`src/rtl/sram_port0_arbiter.sv`:
```
// sram_port0_arbiter: shares port 0 of the 32x512 OpenRAM macro between the
// Wishbone slave window and the core data-RAM requester. A four-state FSM
// sequences each access (IDLE -> CMD -> [WAIT] -> ACK). All SRAM control
// and acknowledge state is registered, and ties are broken round-robin.
module sram_port0_arbiter #(
  parameter logic [31:0] WB_BASE = 32'h3000_0000
) (
  input  logic        wb_clk_i,
  input  logic        rst_n,
  // Wishbone classic slave
  input  logic        wbs_cyc_i,
  input  logic        wbs_stb_i,
  input  logic        wbs_we_i,
  input  logic [31:0] wbs_adr_i,
  input  logic [31:0] wbs_dat_i,
  input  logic [3:0]  wbs_sel_i,
  output logic        wbs_ack_o,
  output logic [31:0] wbs_dat_o,
  // core data-RAM requester
  input  logic        core_req,
  input  logic        core_we,
  input  logic [8:0]  core_addr,
  input  logic [31:0] core_wdata,
  input  logic [3:0]  core_wmask,
  output logic        core_ack,
  output logic [31:0] core_rdata,
  // SRAM port 0
  output logic        ram_csb,
  output logic        ram_web,
  output logic [8:0]  ram_addr,
  output logic [31:0] ram_din,
  output logic [3:0]  ram_wmask,
  input  logic [31:0] ram_dout,
  output logic        busy
);

  typedef enum logic [1:0] {S_IDLE, S_CMD, S_WAIT, S_ACK} state_t;

  state_t      state_q;
  logic        last_grant_q;   // 1: core was granted last, 0: Wishbone
  logic        grant_core_q;   // side owning the in-flight access
  logic        we_q;
  logic        ram_csb_q, ram_web_q;
  logic [8:0]  ram_addr_q;
  logic [31:0] ram_din_q;
  logic [3:0]  ram_wmask_q;
  logic [31:0] rdata_q;
  logic        wb_ack_q, core_ack_q, busy_q;

  logic        wb_hit, wb_req, any_req, grant_core_d;

  // Byte-offset bits never select anything inside a word.
  logic        unused_adr;
  assign unused_adr = ^wbs_adr_i[1:0];

  // Request decode and round-robin tie-break (tie goes opposite the last grant).
  always_comb begin
    wb_hit       = (wbs_adr_i[31:11] == WB_BASE[31:11]);
    wb_req       = wbs_cyc_i & wbs_stb_i & wb_hit;
    any_req      = wb_req | core_req;
    grant_core_d = core_req & (~wb_req | ~last_grant_q);
  end

  // Access sequencer: grant, one-cycle chip select, read capture, ack pulse.
  always_ff @(posedge wb_clk_i or negedge rst_n) begin
    if (!rst_n) begin
      state_q      <= S_IDLE;
      last_grant_q <= 1'b0;
      grant_core_q <= 1'b0;
      we_q         <= 1'b0;
      ram_csb_q    <= 1'b1;
      ram_web_q    <= 1'b1;
      ram_addr_q   <= '0;
      ram_din_q    <= '0;
      ram_wmask_q  <= '0;
      rdata_q      <= '0;
      wb_ack_q     <= 1'b0;
      core_ack_q   <= 1'b0;
      busy_q       <= 1'b0;
    end else begin
      wb_ack_q   <= 1'b0;
      core_ack_q <= 1'b0;
      case (state_q)
        S_IDLE: begin
          if (any_req) begin
            state_q      <= S_CMD;
            busy_q       <= 1'b1;
            ram_csb_q    <= 1'b0;
            grant_core_q <= grant_core_d;
            last_grant_q <= grant_core_d;
            if (grant_core_d) begin
              we_q        <= core_we;
              ram_web_q   <= ~core_we;
              ram_addr_q  <= core_addr;
              ram_din_q   <= core_wdata;
              ram_wmask_q <= core_wmask;
            end else begin
              we_q        <= wbs_we_i;
              ram_web_q   <= ~wbs_we_i;
              ram_addr_q  <= wbs_adr_i[10:2];
              ram_din_q   <= wbs_dat_i;
              ram_wmask_q <= wbs_sel_i;
            end
          end
        end
        S_CMD: begin
          // SRAM samples at the end of this cycle; release it right after.
          ram_csb_q <= 1'b1;
          ram_web_q <= 1'b1;
          if (we_q) begin
            state_q    <= S_ACK;
            wb_ack_q   <= ~grant_core_q;
            core_ack_q <= grant_core_q;
          end else begin
            state_q <= S_WAIT;
          end
        end
        S_WAIT: begin
          rdata_q    <= ram_dout;
          state_q    <= S_ACK;
          wb_ack_q   <= ~grant_core_q;
          core_ack_q <= grant_core_q;
        end
        S_ACK: begin
          state_q <= S_IDLE;
          busy_q  <= 1'b0;
        end
        default: begin
          state_q   <= S_IDLE;
          busy_q    <= 1'b0;
          ram_csb_q <= 1'b1;
          ram_web_q <= 1'b1;
        end
      endcase
    end
  end

  // An aborted Wishbone cycle still completes in the SRAM but is not acked.
  assign wbs_ack_o  = wb_ack_q & wbs_cyc_i & wbs_stb_i;
  assign wbs_dat_o  = rdata_q;
  assign core_ack   = core_ack_q;
  assign core_rdata = rdata_q;
  assign ram_csb    = ram_csb_q;
  assign ram_web    = ram_web_q;
  assign ram_addr   = ram_addr_q;
  assign ram_din    = ram_din_q;
  assign ram_wmask  = ram_wmask_q;
  assign busy       = busy_q;

endmodule

```
`config.mk`:
```
export PLATFORM = sky130hd
export DESIGN_NAME = sram_port0_arbiter
export DESIGN_NICKNAME = d
export VERILOG_FILES = /design/src/rtl/sram_port0_arbiter.sv
export SDC_FILE = /design/constraint.sdc
export NUM_CORES = 1
export LEC_CHECK = 0
export ABC_AREA = 1
export BUFFER_PORTS_ARGS = -buffer_cell sky130_fd_sc_hd__buf_2
export CORE_AREA = 2 2 103 105
export DETAILED_ROUTE_END_ITERATION = 10
export DIE_AREA = 0 0 105 107
export GPL_TIMING_DRIVEN = 1
export PLACE_DENSITY = 0.91
export SLEW_MARGIN = 30
export SYNTH_ARGS = -nofsm -noshare
export SYNTH_HDL_FRONTEND = slang
export SYNTH_SLANG_ARGS = --single-unit
```
`constraint.sdc`:
```
create_clock -name wb_clk_i -period 2.55 [get_ports wb_clk_i]
set_input_delay 0.1275 -clock wb_clk_i [delete_from_list [all_inputs] [get_ports wb_clk_i]]
set_output_delay 0.1275 -clock wb_clk_i [all_outputs]
set_load 0.05 [all_outputs]
```
==> results of run 1 <==
where the power goes:
group / switching [mW] / internal [mW]
sequential: 0.422 / 2.06
combinational: 4.55 / 1.45
clock: 0.463 / 0.526
total: 5.43 / 4.04
cells in the final DEF, fill, tap and decap left out:
cell type,n
dfrtp_1,84
nand2_2,29
mux2_2,32
nor2_1,60
nand2_4,2
nand3_1,3
o21ai_2,28
bufinv_16,1
a22o_1,1
nand4_1,1
ha_1,5
buf_2,262
nand2_1,127
inv_1,56
dfstp_2,2
clkinvlp_4,1
nor2_2,2
clkbuf_8,12
o21ai_0,4
dlygate4sd3_1,11
o21ai_1,20
buf_4,3
buf_12,3
clkinv_2,2
a21oi_1,1
layout make-up:
| type | instances | area, µm² |
|---|---|---|
| fillers | 896 | 4100 |
| flip-flops and latches | 86 | 2150 |
| multi-input cells | 315 | 1740 |
| repair buffers | 279 | 1500 |
| inverters | 57 | 215 |
| well taps | 136 | 170 |
| clock buffers | 12 | 165 |
| clock inverters | 3 | 42.5 |
cell families after synthesis:
group	count (synthesis)
AND/OR/NAND/NOR	224
buffers and inverters	113
flip-flops	86
AO/OA/AOI/OAI	54
multiplexers	32
adder cells (fa/ha/maj)	5
layer usage:
metal  part of all wire  GRT usage  up-vias
met5                  0          0        -
met4              0.027     0.0933        0
met3              0.081     0.0602       24
met2               0.51      0.390      168
met1               0.38      0.232     1817
li1                   -          -     2005
synth_stat cells, drive strengths merged (2+ instances only):
master	instances	share of area
o21ai	52	0.081
mux2	32	0.080
nand3	3	0.0033
dfstp	2	0.012
dfrtp	84	0.47
clkbuf	5	0.0042
nand2	158	0.15
nor2	62	0.053
buf	51	0.088
ha	5	0.014
inv	56	0.047
critical path: cells and delay by family (launching register included):
| kind | cells | cell delay [ns] |
|---|---|---|
| buffers and inverters | 4 | 0.79 |
| AO/OA/AOI/OAI | 1 | 0.13 |
| adder cells (fa/ha/maj) | 1 | 0.27 |
| AND/OR/NAND/NOR | 1 | 0.10 |
| flip-flops | 1 | 0.39 |
worst paths after layout:
kind | cells past startpoint | slack, ns | to | start
max in group asynchronous | 3 | 1.58 | ram_din[0]$_DFFE_PN0P_ | rst_n
max reg2reg | 7 | 0.75 | busy$_DFFE_PN0P_ | state_q[0]$_DFFE_PN0P_
min reg2reg | 2 | 0.48 | we_q$_DFFE_PN0P_ | we_q$_DFFE_PN0P_
min in group asynchronous | 2 | 0.32 | core_rdata[16]$_DFFE_PN0N_ | rst_n
min | 2 | 0.02 | core_rdata[22]$_DFFE_PN0N_ | ram_dout[22]
max | 7 | 0.75 | busy$_DFFE_PN0P_ | state_q[0]$_DFFE_PN0P_
registers in the layout (all words and copies together), names as in the netlist:
signal,count
busy,1
core_ack,1
core_rdata,32
grant_core_q,1
ram_addr,9
ram_csb,1
ram_din,32
ram_web,1
ram_wmask,4
state_q,2
wb_ack_q,1
we_q,1
through the flow:
| stage | hold slack, ns | cell area [µm²] |
|---|---|---|
| 2_1_floorplan | -0.168 | 4520 |
| 3_3_place_gp | 0.170 | 5680 |
| 3_5_place_dp | 0.178 | 5680 |
| 4_1_cts | 0.000588 | 5940 |
| 5_1_grt | -0.00109 | 5990 |
| 6_report | 0.0168 | 5990 |
timing repair:
action,in CTS,in global routing
endpoints found under the setup margin,0,0
hold buffers,6,5
endpoints found under the hold margin,48,5
buffers inserted,0,0
==> results.md, run 1 <==
* CTS Root Cell: clkbuf_8
* Overflow after GRT at 0
* Relative slew slack at 0.593
* Setup TNS Final at 0 ns
* H-Tree Depth at 3
* Post-synth EDFFs at 0
* Crit share post-route at 0.707
* Fin. Hold Viols at 0
* Area growth from synthesis to layout at 32.7%
* TritonCTS Buffers at 9
* Total power at 9.47 mW
* Tot GR Track Use at 0.214
* CP max stage cell: dfrtp_1
* Critical-path cell list: inv_1 -> ha_1 -> nand2_4 -> clkinv_2 -> buf_12 -> o21ai_1 -> inv_1
* FP Rows at 37
* Vias in the first global route at 3,985
* Critical path's largest stage delay at 0.39 ns
* Die Width at 105 µm
* Data required, critical path at 2.78 ns
* Syn_nets at 671
* Fmax at 0.555 GHz
* LEAKAGE at 3.33 nW
* Final slew viol count at 0
* Maximum fanout along the worst path at 27
* DR DRC count at 0
* Vias per cell at 4.52
* CORE AREA at 10,100 µm²
* Gpl congestion at 0.763
* Crit start category: flip-flop
* Setup ws final at 0.748 ns
* Final Instance Count excl. Fillers at 888
* Skew final at 0.0102 ns
* XOR/XNOR Fraction of Synth Area at 0
* Clock Sinks at 86
* VDD IR max at 1.15 mV
* Max_cap viols at 0
* Worst EP arrival at 2.04 ns
* Clk Latency, worst-skew pair at 0.34 ns
* Antenna cell count at 0
* Share of cells above drive strength 1 at 0.504
* CTS resizes at 0
* Iter 0 DRT Violations at 178
* Compound-Gate Fraction of Synth Area at 0.0839
* # port buffers at 263
* Routed WL per cell at 13.7 µm
* Hold WC Path Type: primary input to flip-flop
* Final nets at 905
* Inst Count DP at 862
* Die Y at 107 µm
* Final core occ at 0.594
* First-pass GRT wire length at 19.1 mm
* Antenna violations before repair at 0
* Area share of fa/ha/maj cells after synthesis at 0.0138
* DRT antenna net count at 0
* Mux contribution to synthesized area at 0.0798
* Primary FF master, synth: dfrtp_1
* I/O pin count at 266
* Min cycle time layout at 1.80 ns
* Finish-stage setup viols at 0
* Pwr/cell area at 1580 nW/µm²
* Pin count of the biggest net entering global routing at 53
* Post-Syn Instances at 514
* Final HPWL from detailed placement at 8.94 mm
* Mapped Avg Cell Area at 8.79 µm²
* Register area share after synthesis at 0.477
* Post-synth ARST share at 1.00
* DRT Pass-1 Iters at 4
* Worst-path clk slew at 0.08 ns
* CTS tree: built
* Synthesized area at 4520 µm²
* Setup CP Type: flip-flop to flip-flop
* Starting Density at 0.448
* RSZ-0062 raised after global routing: no
* Simple-gate area share of the yosys netlist at 0.206
* CTS Buffer Depth at 2
* Netlist cell types at 23
* Slew at the pin closest to its max-slew limit at 0.611 ns
* DR vias at 4,014
* Die area at 11,200 µm²
* FF+latch count, synth at 86
* Outcome: finished, final reports clean
* Ys Warns at 0
* Critical Path End Type: flip-flop
* Final WL at 12.2 mm
* Most used cell along the critical path: inv_1
* Main combinational cell family by area after synthesis: simple AND/OR/NAND/NOR gates
* Place WS at 0.762 ns
No activity file was read; power rests on OpenSTA's default activity.
==> run 2, diff against run 1 <==
--- a/config.mk
+++ b/config.mk
@@ -5,13 +5,13 @@
 export SDC_FILE = /design/constraint.sdc
 export NUM_CORES = 1
 export LEC_CHECK = 0
-export ABC_AREA = 1
+export ABC_AREA = 0
 export BUFFER_PORTS_ARGS = -buffer_cell sky130_fd_sc_hd__buf_2
-export CORE_AREA = 2 2 103 105
+export CORE_AREA = 2 2 102 104
 export DETAILED_ROUTE_END_ITERATION = 10
-export DIE_AREA = 0 0 105 107
+export DIE_AREA = 0 0 104 106
 export GPL_TIMING_DRIVEN = 1
-export PLACE_DENSITY = 0.91
+export PLACE_DENSITY = 0.87
 export SLEW_MARGIN = 30
 export SYNTH_ARGS = -nofsm -noshare
 export SYNTH_HDL_FRONTEND = slang
==> constraint.sdc (replaced) <==
create_clock -name wb_clk_i -period 1.9 [get_ports wb_clk_i]
set_input_delay 0.095 -clock wb_clk_i [delete_from_list [all_inputs] [get_ports wb_clk_i]]
set_output_delay 0.095 -clock wb_clk_i [all_outputs]
set_load 0.05 [all_outputs]
==> run 2 against run 1 <==
Against the previous run: die area fell by 1.9%; core utilization rose by 0.27 points; total power rose by 34%; setup slack got worse by 0.62 ns; critical path depth did not move; global-route usage fell by 0.86 points; count of clock-buffer cells in the layout did not move; sequential cell count did not move; register-to-register slack got worse by 0.62 ns; fmax rose by 1.7%; clock power rose by 15%; highest routed layer unchanged.
==> results.md, run 2 <==
* Vias in the first global route at 3,745
* Cell family contributing the most delay on the critical path: buffers and inverters
* Main combinational cell family by area after synthesis: compound AO/OA/AOI/OAI gates
* Max_cap viols at 0
* Critical path's largest stage delay at 0.40 ns
* Place WS at 0.133 ns
* Fin. Hold Viols at 0
* Die Width at 104 µm
* Final core occ at 0.597
* Die area at 11,000 µm²
* Area share of fa/ha/maj cells after synthesis at 0.0154
* Data required, critical path at 2.19 ns
* Clock Sinks at 86
* Antenna cell count at 0
* Outcome: finished, final reports clean
* Critical Path End Type: flip-flop
* CTS tree: built
* Skew final at 0.0113 ns
* Compound-Gate Fraction of Synth Area at 0.155
* RSZ-0062 raised after global routing: no
* CORE AREA at 10000 µm²
* Synthesized area at 4050 µm²
* First-pass GRT wire length at 18.2 mm
* Netlist cell types at 38
* # port buffers at 263
* Reg2reg setup slack at 0.13 ns
* Register area share after synthesis at 0.532
* Post-CTS setup buffer count at 0
* Final WL at 11.6 mm
* Top-area cell type share of the netlist area at 0.519
* Syn_nets at 470
* Setup TNS Final at 0 ns
* Setup CP Type: flip-flop to flip-flop
* Commonest cells in the netlist: 84 x dfrtp_1, 39 x or2_2, 34 x o221a_2, 33 x buf_4, 32 x mux2_2
* Mux contribution to synthesized area at 0.0889
* Share of cells above drive strength 1 at 0.673
* I/O pin count at 266
* Multi-input gate area at 1510 µm²
* R2R depth at 7
* Most common cell after layout, fill and taps aside: buf_2
* Post-synth EDFFs at 0
* CTS Buffer Depth at 2
* Tot GR Track Use at 0.206
* Dominant cells by area after synthesis: dfrtp_1 52%, o221a_2 9.4%, mux2_2 8.9%
* Routed WL per cell at 15.9 µm
* CP max stage cell: dfrtp_1
* Hold path startpoint: wbs_dat_i[28]
* Critical-path cell list: inv_1 -> ha_1 -> inv_1 -> o31ai_4 -> clkbuf_16 -> or2_2 -> o221a_2
* Iter 0 DRT Violations at 211
* Slew at the pin closest to its max-slew limit at 0.440 ns
* Reg2reg end: ram_din[25]$_DFFE_PN0P_
* Overflow after GRT at 0
* Clk Latency, worst-skew pair at 0.34 ns
* FP Rows at 37
* Fill cells at 815
* Starting Density at 0.405
* Sum of buffers and inverters on the critical path at 3
* Hold path cells at 2
* Crit share post-route at 0.932
* Fmax at 0.565 GHz
* Antenna violations before repair at 0
* FF+latch area at 2150 µm²
* Hold WC Path Type: primary input to flip-flop
* Final nets at 749
* Post-Syn Instances at 313
* Mapped Avg Cell Area at 12.9 µm²
* FF+latch count, synth at 86
* Yosys top cell by area: dfrtp_1
* CTS Root Cell: clkbuf_8
* Maximum fanout along the worst path at 25
* VDD IR max at 1.47 mV
* Worst-path clk slew at 0.09 ns
* Final slew viol count at 0
* Crit start category: flip-flop
* Pwr/cell area at 2130 nW/µm²
* DRT antenna net count at 0
* Area growth from synthesis to layout at 47.2%
* Simple-gate area share of the yosys netlist at 0.113
* Worst EP arrival at 2.06 ns
* DRT Pass-1 Iters at 4
* Die Y at 106 µm
* Most used cell along the critical path: inv_1
* DR DRC count at 0
* Min cycle time layout at 1.77 ns
* Setup ws final at 0.129 ns
* Final HPWL from detailed placement at 7.84 mm
* Crit. Startpoint: state_q[0]$_DFFE_PN0P_
* Relative slew slack at 0.707
* H-Tree Depth at 3
* Pin count of the biggest net entering global routing at 52
* Primary FF master, synth: dfrtp_1
* Post-synth ARST share at 1.00
* LEAKAGE at 2.89 nW
* Most common cell in the netlist: dfrtp_1
* DR vias at 3,611
* Worst r2r src: state_q[0]$_DFFE_PN0P_
* TritonCTS Buffers at 9
* Finish-stage setup viols at 0
* Gpl congestion at 0.823
* XOR/XNOR Fraction of Synth Area at 0
* Vias per cell at 4.93
* Ys Warns at 0
* Commonest cells after routing, fill and taps aside: 262 x buf_2, 84 x dfrtp_1, 46 x dlygate4sd3_1
* WHS Endpoint: ram_din[28]$_DFFE_PN0P_
-- run 2: worst max path at each step --
stage | endpoint | slack, ns | cells past startpoint
global route | ram_din[1]$_DFFE_PN0P_ | 0.008 | 7
detailed placement | ram_wmask[0]$_DFFE_PN0P_ | 0.13 | 7
CTS | ram_wmask[0]$_DFFE_PN0P_ | 0.11 | 7
finish | ram_din[25]$_DFFE_PN0P_ | 0.13 | 7
floorplan | ram_din[11]$_DFFE_PN0P_ | 0.18 | 7
global placement | ram_addr[3]$_DFFE_PN0P_ | 0.17 | 7
-- run 2: per-stage QoR --
step,cell area [µm²],cells,hold WS (ns),total power [mW]
finish,5970,732,0.0218,12.7
global route,5970,732,0.000518,13.3
CTS,5910,728,0.000216,12.7
detailed placement,5310,670,-0.0974,11.5
global placement,5310,670,-0.0983,11.3
floorplan,4050,313,-0.201,10.0
-- run 2: logic make-up (layout without fill, tap and decap cells) --
logic type               after synthesis  after routing
multiplexers                          32             32
flip-flops                            86             86
AO/OA/AOI/OAI                         61             61
AND/OR/NAND/NOR                       71             71
adder cells (fa/ha/maj)                5              5
buffers and inverters                 58            341
-- run 2: timing repair --
item,in CTS,in global routing
hold buffers,43,3
hold endpoints to repair,128,3
resized for setup,0,0
endpoints found under the setup margin,0,2
-- run 2: power breakdown --
part / internal [mW] / total, mW / switching (mW) / leakage [nW]
logic: 2.46 / 8.30 / 5.84 / 1.84
clock network: 0.538 / 1.14 / 0.604 / 0.0845
registers: 2.75 / 3.29 / 0.544 / 0.972
-- run 2: cell type report --
cell class	count	area share
sequential	86	0.361
clock buffer	12	0.0260
clock inverter	3	0.00336
timing repair buffer	318	0.323
tap	136	0.0285
inverter	8	0.00503
multi-input combinational	169	0.253
-- run 2: per-layer routing --
metal	vias to the layer above	part of all wire	global-route usage
met5	-	0	0
met4	0	0.024	0.0792
met3	21	0.051	0.0411
met2	164	0.55	0.387
met1	1763	0.38	0.228
li1	1663	-	-
==> run 3, diff against run 2 <==
--- a/config.mk
+++ b/config.mk
@@ -10,7 +10,7 @@
 export CORE_AREA = 2 2 102 104
 export DETAILED_ROUTE_END_ITERATION = 10
 export DIE_AREA = 0 0 104 106
-export GPL_TIMING_DRIVEN = 1
+export GPL_TIMING_DRIVEN = 0
 export PLACE_DENSITY = 0.87
 export SLEW_MARGIN = 30
 export SYNTH_ARGS = -nofsm -noshare
==> run 3 against run 2 <==
Against the previous run: non-clock buffer count rose by 39; setup slack got worse by 0.025 ns; total power rose by 7.7%; critical path depth fell by 2; final area rose by 5.1%; final cell count rose by 5.5%; core utilization rose by 3.0 points; sequential share of layout area fell by 1.8 points; critical path type unchanged; highest routed layer unchanged.
==> results.md, run 3 (synthesis gave the netlist of run 2 again) <==
* Outcome: finished, final reports clean
* H-Tree Depth at 3
* Dpl cell area at 5570 µm²
* Pwr/cell area at 2190 nW/µm²
* Total internal power at 6.51 mW
* Data required, critical path at 2.14 ns
* Final slew viol count at 0
* DRT antenna net count at 0
* CTS tree: built
* Vias per cell at 4.87
* CORE AREA at 10000 µm²
* LEAKAGE at 3.09 nW
* I/O pin count at 266
* Die Width at 104 µm
* Final WL at 12.3 mm
* Setup CP Type: flip-flop to flip-flop
* Fin. Hold Viols at 0
* Die Y at 106 µm
* Power share of the clock group at 0.112
* FP Rows at 37
* Most common cell after layout, fill and taps aside: buf_2
* CTS Root Cell: clkbuf_8
* Final Instance Count excl. Fillers at 772
* Inst Count DP at 713
* Clock Sinks at 86
* Worst-path clk slew at 0.09 ns
* Slew at the pin closest to its max-slew limit at 0.432 ns
* Starting Density at 0.405
* Crit start category: flip-flop
* Tot GR Track Use at 0.218
* Routed WL per cell at 16.0 µm
* Logic pwr share at 0.647
* Fill cells at 831
* Area growth from synthesis to layout at 54.7%
* Relative slew slack at 0.711
* Antenna violations before repair at 0
* Die area at 11,000 µm²
* Reg power frac at 0.241
* DR vias at 3,759
* Worst EP arrival at 2.03 ns
* # port buffers at 263
* Maximum fanout along the worst path at 10
* Total power at 13.7 mW
* Fmax at 0.557 GHz
* Post-route cell area at 6270 µm²
* Max_cap viols at 0
* Final nets at 788
* Share of cells above drive strength 1 at 0.701
* CTS Buffer Depth at 2
* Final core occ at 0.627
* Pin count of the biggest net entering global routing at 49
* Min cycle time layout at 1.80 ns
* VDD IR max at 1.47 mV
* Vias in the first global route at 3,941
* First-pass GRT wire length at 19.2 mm
* Final HPWL from detailed placement at 8.80 mm
* Gpl congestion at 0.810
* Finish-stage setup viols at 0
* Iter 0 DRT Violations at 207
* Sw power at 7.21 mW
* Overflow after GRT at 0
* TritonCTS Buffers at 9
* Clk Latency, worst-skew pair at 0.35 ns
* Sw Ratio at 0.526
* DR DRC count at 0
* Crit share post-route at 0.945
* Antenna cell count at 0
* Skew final at 0.0138 ns
* DRT Pass-1 Iters at 5
* Critical Path End Type: flip-flop
* Hold WC Path Type: primary input to flip-flop
* Commonest cells after routing, fill and taps aside: 271 x buf_2, 84 x dfrtp_1, 42 x dlygate4sd3_1
-- run 3: changes by cell type in the layout (fill, tap and decap cells not counted), moves of 2 or more --
cell / delta
dlygate4sd3_1: -4
buf_6: +6
inv_1: -2
bufinv_16: +3
buf_4: +29
buf_12: -4
buf_2: +9
clkbuf_8: -2
inv_2: +2
clkbuf_1: +2
-- run 3: power by group through the flow --
stage	Clock, mW	Sequential (mW)	Combinational [mW]
floorplan	0	6.26	3.79
global placement	0	3.25	8.52
detailed placement	0	3.32	8.69
CTS	1.58	3.29	8.84
global route	1.65	3.41	9.25
finish	1.53	3.31	8.87
-- run 3: critical path: stages (launching register included) --
cell and delay [ns]:
dfrtp_1 0.42, inv_2 0.13, ha_1 0.16, clkbuf_1 0.27
clkbuf_2 0.33, mux2_2 0.37
-- run 3: metrics by stage --
step | hold WS (ns) | worst slack [ns] | setup TNS [ns]
2_1_floorplan | -0.201 | 0.182 | 0
5_1_grt | 0.00224 | -0.00661 | -0.0246
3_5_place_dp | 0.0275 | -0.250 | -9.75
4_1_cts | 0.000235 | 0.0272 | 0
3_3_place_gp | 0.326 | -0.172 | -6.21
6_report | 0.0202 | 0.104 | 0
-- run 3: timing repair --
action / CTS / global route
resized for setup: 5 / 6
buffers inserted: 1 / 0
setup endpoints to repair: 78 / 59
pin swaps: 1 / 0
hold endpoints to repair: 78 / 1
hold buffers: 41 / 1
-- run 3: final timing paths --
kind / slack, ns / cells after the start / endpoint / startpoint
worst min register to register: 0.49 / 2 / ram_csb$_DFFE_PN1P_ / ram_csb$_DFFE_PN1P_
worst min-delay path: 0.02 / 2 / ram_din[9]$_DFFE_PN0P_ / wbs_dat_i[9]
worst max-delay path: 0.10 / 5 / core_rdata[24]$_DFFE_PN0N_ / state_q[0]$_DFFE_PN0P_
worst max register to register: 0.10 / 5 / core_rdata[24]$_DFFE_PN0N_ / state_q[0]$_DFFE_PN0P_
max in group asynchronous: 1.12 / 3 / ram_wmask[1]$_DFFE_PN0P_ / rst_n
min in group asynchronous: 0.22 / 2 / core_rdata[23]$_DFFE_PN0N_ / rst_n
-- run 3: metal layers --
layer  GRT usage  vias up  share of wire
li1            -     1745              -
met1       0.245     1854           0.38
met2       0.422      144           0.56
met3      0.0349       16          0.046
met4      0.0647        0          0.015
met5           0        -              0
-- run 3: cell type report --
type | instances | area (µm²) | area share
sequential | 86 | 2150 | 0.344
timing repair buffer | 307 | 1790 | 0.286
multi-input combinational | 169 | 1520 | 0.243
buffer | 50 | 365 | 0.0583
tap | 136 | 170 | 0.0271
clock buffer | 11 | 131 | 0.0210
clock inverter | 5 | 106 | 0.0170
inverter | 8 | 30.0 | 0.00479
